===== config.mk =====
export PLATFORM = sky130hd
export DESIGN_NAME = bram_read_arbiter
export DESIGN_NICKNAME = d
export VERILOG_FILES = /design/src/rtl/bram_arb_pkg.sv /design/src/rtl/rr_2grant_picker.sv /design/src/rtl/bram_read_arbiter.sv
export SDC_FILE = /design/constraint.sdc
export NUM_CORES = 1
export LEC_CHECK = 0
export ABC_AREA = 1
export BUFFER_PORTS_ARGS = -buffer_cell sky130_fd_sc_hd__buf_2
export CORE_AREA = 2 2 125 127
export CTS_BUF_LIST = sky130_fd_sc_hd__clkbuf_8
export DETAILED_ROUTE_END_ITERATION = 12
export DIE_AREA = 0 0 127 129
export PLACE_DENSITY = 0.78
export SYNTH_ARGS = -nofsm -noshare
export SYNTH_HDL_FRONTEND = slang
export SYNTH_HIERARCHICAL = 1
export SYNTH_SLANG_ARGS = --single-unit

===== constraint.sdc =====
create_clock -name CLK -period 10.93 [get_ports CLK]
set_input_delay 3.279 -clock CLK [delete_from_list [all_inputs] [get_ports CLK]]
set_output_delay 3.279 -clock CLK [all_outputs]
set_load 0.005 [all_outputs]

===== src/rtl/bram_arb_pkg.sv =====
// Shared types and constants for the 2R/1W BRAM read arbiter.
// Struct and type widths track the default arbiter geometry.
package bram_arb_pkg;

  localparam int N_REQ_DEF       = 4;
  localparam int INNER_WIDTH_DEF = 32;
  localparam int OUTER_WIDTH_DEF = 32;
  localparam int ARB_IDX_W       = $clog2(OUTER_WIDTH_DEF);
  localparam int ARB_ID_W        = $clog2(N_REQ_DEF);
  localparam int N_BYTES         = INNER_WIDTH_DEF / 8;

  typedef logic [ARB_IDX_W-1:0] idx_t;
  typedef logic [ARB_ID_W-1:0]  rid_t;

  typedef struct packed {
    logic                       valid;
    rid_t                       id;
    logic [N_BYTES-1:0]         byp_mask;
    logic [INNER_WIDTH_DEF-1:0] byp_data;
  } s1_port_t;

  // Bytes flagged in mask come from the same-cycle write, the rest from the BRAM.
  function automatic logic [INNER_WIDTH_DEF-1:0] byte_merge(
    input logic [N_BYTES-1:0]         mask,
    input logic [INNER_WIDTH_DEF-1:0] byp,
    input logic [INNER_WIDTH_DEF-1:0] rd
  );
    logic [INNER_WIDTH_DEF-1:0] res;
    res = rd;
    for (int b = 0; b < N_BYTES; b++) begin
      if (mask[b]) res[b*8 +: 8] = byp[b*8 +: 8];
    end
    return res;
  endfunction

endpackage


===== src/rtl/rr_2grant_picker.sv =====
// Combinational round-robin picker issuing up to two grants per cycle,
// scanning a doubled copy of the valid vector starting at ptr.
module rr_2grant_picker #(
  parameter  int N_REQ = 4,
  localparam int ID_W  = $clog2(N_REQ)
) (
  input  logic [N_REQ-1:0] valid,
  input  logic [ID_W-1:0]  ptr,
  output logic             g0_valid,
  output logic [ID_W-1:0]  g0_id,
  output logic             g1_valid,
  output logic [ID_W-1:0]  g1_id,
  output logic [ID_W-1:0]  next_ptr
);

  logic [2*N_REQ-1:0] dbl;

  assign dbl = {valid, valid};

  function automatic logic [ID_W-1:0] wrap_inc(input logic [ID_W-1:0] id);
    return (id == ID_W'(N_REQ - 1)) ? '0 : id + ID_W'(1);
  endfunction

  always_comb begin
    g0_valid = 1'b0;
    g0_id    = '0;
    g1_valid = 1'b0;
    g1_id    = '0;
    for (int k = 0; k < N_REQ; k++) begin
      if (dbl[int'(ptr) + k]) begin
        if (!g0_valid) begin
          g0_valid = 1'b1;
          g0_id    = ID_W'((int'(ptr) + k) % N_REQ);
        end else if (!g1_valid) begin
          g1_valid = 1'b1;
          g1_id    = ID_W'((int'(ptr) + k) % N_REQ);
        end
      end
    end
  end

  // Resume the scan just past the most recent grant; hold when idle.
  always_comb begin
    if (g1_valid)      next_ptr = wrap_inc(g1_id);
    else if (g0_valid) next_ptr = wrap_inc(g0_id);
    else               next_ptr = ptr;
  end

endmodule


===== src/rtl/bram_read_arbiter.sv =====
// Shares the two read ports of a 2R/1W byte-write BRAM among N_REQ requesters,
// routes 1-cycle read results back and merges same-cycle write bytes into them.
module bram_read_arbiter
  import bram_arb_pkg::*;
#(
  parameter  int N_REQ       = N_REQ_DEF,
  parameter  int INNER_WIDTH = INNER_WIDTH_DEF,
  parameter  int OUTER_WIDTH = OUTER_WIDTH_DEF,
  localparam int IDX_W       = $clog2(OUTER_WIDTH),
  localparam int ID_W        = $clog2(N_REQ),
  localparam int NB          = INNER_WIDTH / 8
) (
  input  logic                              CLK,
  input  logic                              nRST,
  input  logic [N_REQ-1:0]                  req_valid,
  input  logic [N_REQ-1:0][IDX_W-1:0]       req_index,
  output logic [N_REQ-1:0]                  req_ready,
  output logic [N_REQ-1:0]                  resp_valid,
  output logic [N_REQ-1:0][INNER_WIDTH-1:0] resp_data,
  input  logic [NB-1:0]                     wr_byte_en,
  input  logic [IDX_W-1:0]                  wr_index,
  input  logic [INNER_WIDTH-1:0]            wr_data,
  output logic                              port0_ren,
  output logic [IDX_W-1:0]                  port0_rindex,
  input  logic [INNER_WIDTH-1:0]            port0_rdata,
  output logic                              port1_ren,
  output logic [IDX_W-1:0]                  port1_rindex,
  input  logic [INNER_WIDTH-1:0]            port1_rdata,
  output logic [NB-1:0]                     wen_byte,
  output logic [IDX_W-1:0]                  windex,
  output logic [INNER_WIDTH-1:0]            wdata
);

  logic [ID_W-1:0]        rr_ptr;
  logic [ID_W-1:0]        next_ptr;
  logic [ID_W-1:0]        g0_id;
  logic [ID_W-1:0]        g1_id;
  logic                   pk_g0_valid;
  logic                   pk_g1_valid;
  logic                   g0_valid;
  logic                   g1_valid;
  logic                   wr_active;
  s1_port_t               s1_0;
  s1_port_t               s1_1;
  s1_port_t               s1_0_d;
  s1_port_t               s1_1_d;
  logic [INNER_WIDTH-1:0] merged0;
  logic [INNER_WIDTH-1:0] merged1;

  rr_2grant_picker #(.N_REQ(N_REQ)) u_picker (
    .valid    (req_valid),
    .ptr      (rr_ptr),
    .g0_valid (pk_g0_valid),
    .g0_id    (g0_id),
    .g1_valid (pk_g1_valid),
    .g1_id    (g1_id),
    .next_ptr (next_ptr)
  );

  // No grant may leave the block while reset is held.
  assign g0_valid = pk_g0_valid & nRST;
  assign g1_valid = pk_g1_valid & nRST;

  always_comb begin
    req_ready = '0;
    if (g0_valid) req_ready[g0_id] = 1'b1;
    if (g1_valid) req_ready[g1_id] = 1'b1;
  end

  assign port0_ren    = g0_valid;
  assign port0_rindex = g0_valid ? req_index[g0_id] : '0;
  assign port1_ren    = g1_valid;
  assign port1_rindex = g1_valid ? req_index[g1_id] : '0;

  assign wen_byte = nRST ? wr_byte_en : '0;
  assign windex   = wr_index;
  assign wdata    = wr_data;

  assign wr_active = |wr_byte_en;

  // The BRAM returns pre-write data on a collision, so capture the write for the merge.
  always_comb begin
    s1_0_d       = '0;
    s1_0_d.valid = g0_valid;
    s1_0_d.id    = g0_id;
    if (g0_valid && wr_active && (wr_index == port0_rindex)) begin
      s1_0_d.byp_mask = wr_byte_en;
      s1_0_d.byp_data = wr_data;
    end
    s1_1_d       = '0;
    s1_1_d.valid = g1_valid;
    s1_1_d.id    = g1_id;
    if (g1_valid && wr_active && (wr_index == port1_rindex)) begin
      s1_1_d.byp_mask = wr_byte_en;
      s1_1_d.byp_data = wr_data;
    end
  end

  always_ff @(posedge CLK or negedge nRST) begin
    if (!nRST) begin
      rr_ptr <= '0;
      s1_0   <= '0;
      s1_1   <= '0;
    end else begin
      rr_ptr <= next_ptr;
      s1_0   <= s1_0_d;
      s1_1   <= s1_1_d;
    end
  end

  assign merged0 = byte_merge(s1_0.byp_mask, s1_0.byp_data, port0_rdata);
  assign merged1 = byte_merge(s1_1.byp_mask, s1_1.byp_data, port1_rdata);

  // The two ports always carry distinct requester ids, so the demux never overlaps.
  always_comb begin
    resp_valid = '0;
    resp_data  = '0;
    if (s1_0.valid) begin
      resp_valid[s1_0.id] = 1'b1;
      resp_data[s1_0.id]  = merged0;
    end
    if (s1_1.valid) begin
      resp_valid[s1_1.id] = 1'b1;
      resp_data[s1_1.id]  = merged1;
    end
  end

endmodule


==> run_results.csv <==
group,metric,value,unit
cells_and_area,instances_no_fill,1213,
sta,finClkSkew,11.5,ps
logic_synthesis,yosys_warnings,6,
floorplan,rows,45,
global_route,grt_max_degree,52,
critical_path,ff2ff_setup_slack,7280,ps
critical_path,critical_path.startpoint,"req_valid[3]",
logic_synthesis,synth_area,5800,um2
sta,setup_tns,0,ps
route,ant_nets,0,
route,routed_wl,20700,um
global_route,grt_pass1_wl,31400,um
logic_synthesis,synth_top_cell_area_share,0.345,
sta,setup_slack,2040,ps
route,num_vias,6525,
power_and_ir_drop,p_int,0.000916,W
logic_synthesis,synth.avg_cell_area,7.61,um2
critical_path,crit_cells,22,
sta,rsz0062_at_grt,"no",
global_route,antenna_found_initial,0,
cells_and_area,final_common_cell,"buf_2",
sta,tightest_slew,851,ps
clock_network,clk_latency,360,ps
sta,min_period,8890,ps
flow_run,maxCapViolations,0,
logic_synthesis,mappedNetlistNets,895,
logic_synthesis,netlist.top_cell.by_area,"dfrtp_1",
global_route,grt_pass1_vias,6082,
clock_network,hold_buffers,0,
cells_and_area,final_cell_mix,"buf_2, nand2_1, o22ai_1",
route,wl_per_cell,17.0,um
power_and_ir_drop,combPwrFrac,0.703,
sta,setup_viol,0,
power_and_ir_drop,power_frac_seq,0.193,
logic_synthesis,ys_seq_area_frac,0.345,
sta,hold_viol,0,
floorplan,dieArea,16400,um2
critical_path,startpoint_type,"input port",
critical_path,endpoint,"port0_rindex[2]",
cells_and_area,area_delta_synth_final,27.5,%
sta,relSlewSlack,0.431,
clock_network,cts_sinks,80,
logic_synthesis,synth_edf_count,0,
placed_design,dp.cells,1199,
power_and_ir_drop,p_per_area,262,nW/um2
sta,fin_crit_sh,0.813,
clock_network,post_cts_buffers,0,
floorplan,num_io_pins,320,
critical_path,crit_fanout,15,
global_route,overflow,0,
clock_network,cts.path.max_buffers,2,
floorplan,die_x,127,um
power_and_ir_drop,vdd_drop_max,0.208,mV
clock_network,cts_root_buffer,"clkbuf_8",
critical_path,cp_data_arrival_time,5610,ps
critical_path,max_stage_delay,320,ps
critical_path,reg2reg_from,"rr_ptr[0]$_DFF_PN0_",
floorplan,dieHeight,129,um
logic_synthesis,ys_ff_latch,80,
logic_synthesis,synth_async_sr_flop_share,1.00,
logic_synthesis,synth_flop_cell,"dfrtp_1",
clock_network,cts_made_buffers,9,
critical_path,slowest_stage,"inv_1",
cells_and_area,nets,1155,
floorplan,start_util,0.387,
logic_synthesis,netlist_top_cells_area,"dfrtp_1, o22ai_1, mux2i_1, nand2_1, buf_4",
power_and_ir_drop,p_sw_frac,0.527,
critical_path,crit_top_cell,"nand2_1",
placed_design,place_ws,2070,ps
clock_network,cts_resized,0,
logic_synthesis,postSynthCellCount,762,
min_path,holdCritPathClass,"flop to flop",
critical_path,crit_required,7650,ps
logic_synthesis,ys_types,35,
critical_path,path_cells,"buf_2 > inv_1 > nand2_1 > nand3_1 > nand2_4 > ha_1 > nand2_1 > nand2_1 > inv_1 > nand2_1 > nand2_1 > nand2_1 > nand2_1 > inv_1 > inv_1 > nand2_1 > inv_1 > nand2_1 > nand3_1 > nand2_1 > inv_1 > buf_2",
cells_and_area,n_antenna_cell,0,
global_route,grt_usage,0.246,
route,viasPerCell,5.38,
placed_design,hpwl,15600,um
power_and_ir_drop,p_total,0.00194,W
power_and_ir_drop,p_leak,4.29,nW
floorplan,core,15000,um2
clock_network,clk_pin_slew,70,ps
placed_design,port_buffers,319,
critical_path,endpoint_kind,"primary output",
critical_path,critPathKind,"input port to primary output",
power_and_ir_drop,p_switching,0.00102,W
clock_network,tritoncts,"built",
clock_network,htree_levels,3,
status,outcome,"complete, no violations",
critical_path,r2r_end,"s1_0[22]$_DFF_PN0_",
power_and_ir_drop,pwr-share-clk,0.104,
sta,drv_slew,0,
sta,fmax,112,MHz
route,drtPass1Iterations,5,
route,drtIter0Drc,521,
sta,fin_hold_ws,804,ps
cells_and_area,drive_gt1_frac,0.387,
critical_path,path_delay_family,"simple AND/OR/NAND/NOR gates",
route,drc,0,
placed_design,gp_congestion,0.973,
critical_path,reg2regPathDepth,24,
critical_path,crit_buf_inv,8,
state kept, by name, indices dropped and copies added, names as in the netlist:
register / cells
s1_0: 39
rr_ptr: 2
s1_1: 39
power by group through the flow:
stage	clock (W)	sequential (W)	combinational, W
after floorplan	0	0.000356	0.000952
after global placement	0	0.000379	0.00135
after detailed placement	0	0.000380	0.00135
after CTS	0.000210	0.000374	0.00136
after global routing	0.000221	0.000379	0.00152
final	0.000202	0.000374	0.00136
worst register-to-register path: stages (launching register included):
cell and delay, ps:
dfrtp_1 640, nand2_1 150, nand3_1 180, nand2_4 130
ha_1 300, nand2_1 50, nand2_1 60, inv_1 40
nand2_1 40, nand2_1 60, nand2_1 80, nand2_1 60
inv_1 320, inv_1 200, nand2_1 120, inv_1 60
nand2_1 50, nand3_1 100, nand2_1 100, nand2_1 50
nand2_1 100, nor2_1 60, nand2_1 50, buf_4 380
nor2_1 120
how the worst min path moves through the flow:
| stage | start | endpoint | slack, ps | cells after the start |
|---|---|---|---|---|
| 4_1_cts | rr_ptr[1]$_DFF_PN0_ | rr_ptr[1]$_DFF_PN0_ | 820 | 4 |
| 3_5_place_dp | rr_ptr[1]$_DFF_PN0_ | rr_ptr[1]$_DFF_PN0_ | 800 | 4 |
| 2_1_floorplan | rr_ptr[1]$_DFF_PN0_ | rr_ptr[1]$_DFF_PN0_ | 690 | 4 |
| 6_report | rr_ptr[1]$_DFF_PN0_ | rr_ptr[1]$_DFF_PN0_ | 800 | 4 |
| 3_3_place_gp | rr_ptr[1]$_DFF_PN0_ | rr_ptr[1]$_DFF_PN0_ | 810 | 4 |
| 5_1_grt | rr_ptr[1]$_DFF_PN0_ | rr_ptr[1]$_DFF_PN0_ | 860 | 4 |
area by class of cell:
cell class,instances,area (um2)
repair buffers,329,1670
well taps,188,235
flip-flops and latches,80,2000
inverters,85,332
multi-input cells,517,2980
clock buffers,9,124
fillers,1489,7580
clock inverters,5,51.3
cells in the mapped netlist, drive strengths merged (3+ instances only):
| master | number |
|---|---|
| a21oi | 10 |
| a31oi | 3 |
| buf | 49 |
| clkbuf | 31 |
| dfrtp | 80 |
| inv | 83 |
| mux2i | 64 |
| nand2 | 171 |
| nand3 | 34 |
| nor2 | 88 |
| o21ai | 10 |
| o22ai | 128 |
| o32ai | 4 |
kinds of logic after synthesis:
kind of cell | count (synthesis) | synth area share
muxes | 64 | 0.110
buffers and inverters | 165 | 0.142
AOI/OAI and AO/OA | 155 | 0.167
DFF | 80 | 0.345
and+or+nand+nor | 296 | 0.232
adders and majority gates | 2 | 0.00431
routing by layer:
layer / up-vias / track usage / wire (um)
li1: 3063 / - / -
met1: 2995 / 0.302 / 7970
met2: 409 / 0.420 / 10200
met3: 58 / 0.0524 / 1910
met4: 0 / 0.109 / 622
met5: - / 0 / 0
per-stage QoR:
step,utilization,area (um2)
2_1_floorplan,-,5800
3_3_place_gp,0.482,7220
3_5_place_dp,0.482,7220
4_1_cts,0.494,7400
5_1_grt,0.494,7400
6_report,0.494,7400
Note: power is estimated with default switching activity, not from simulation.
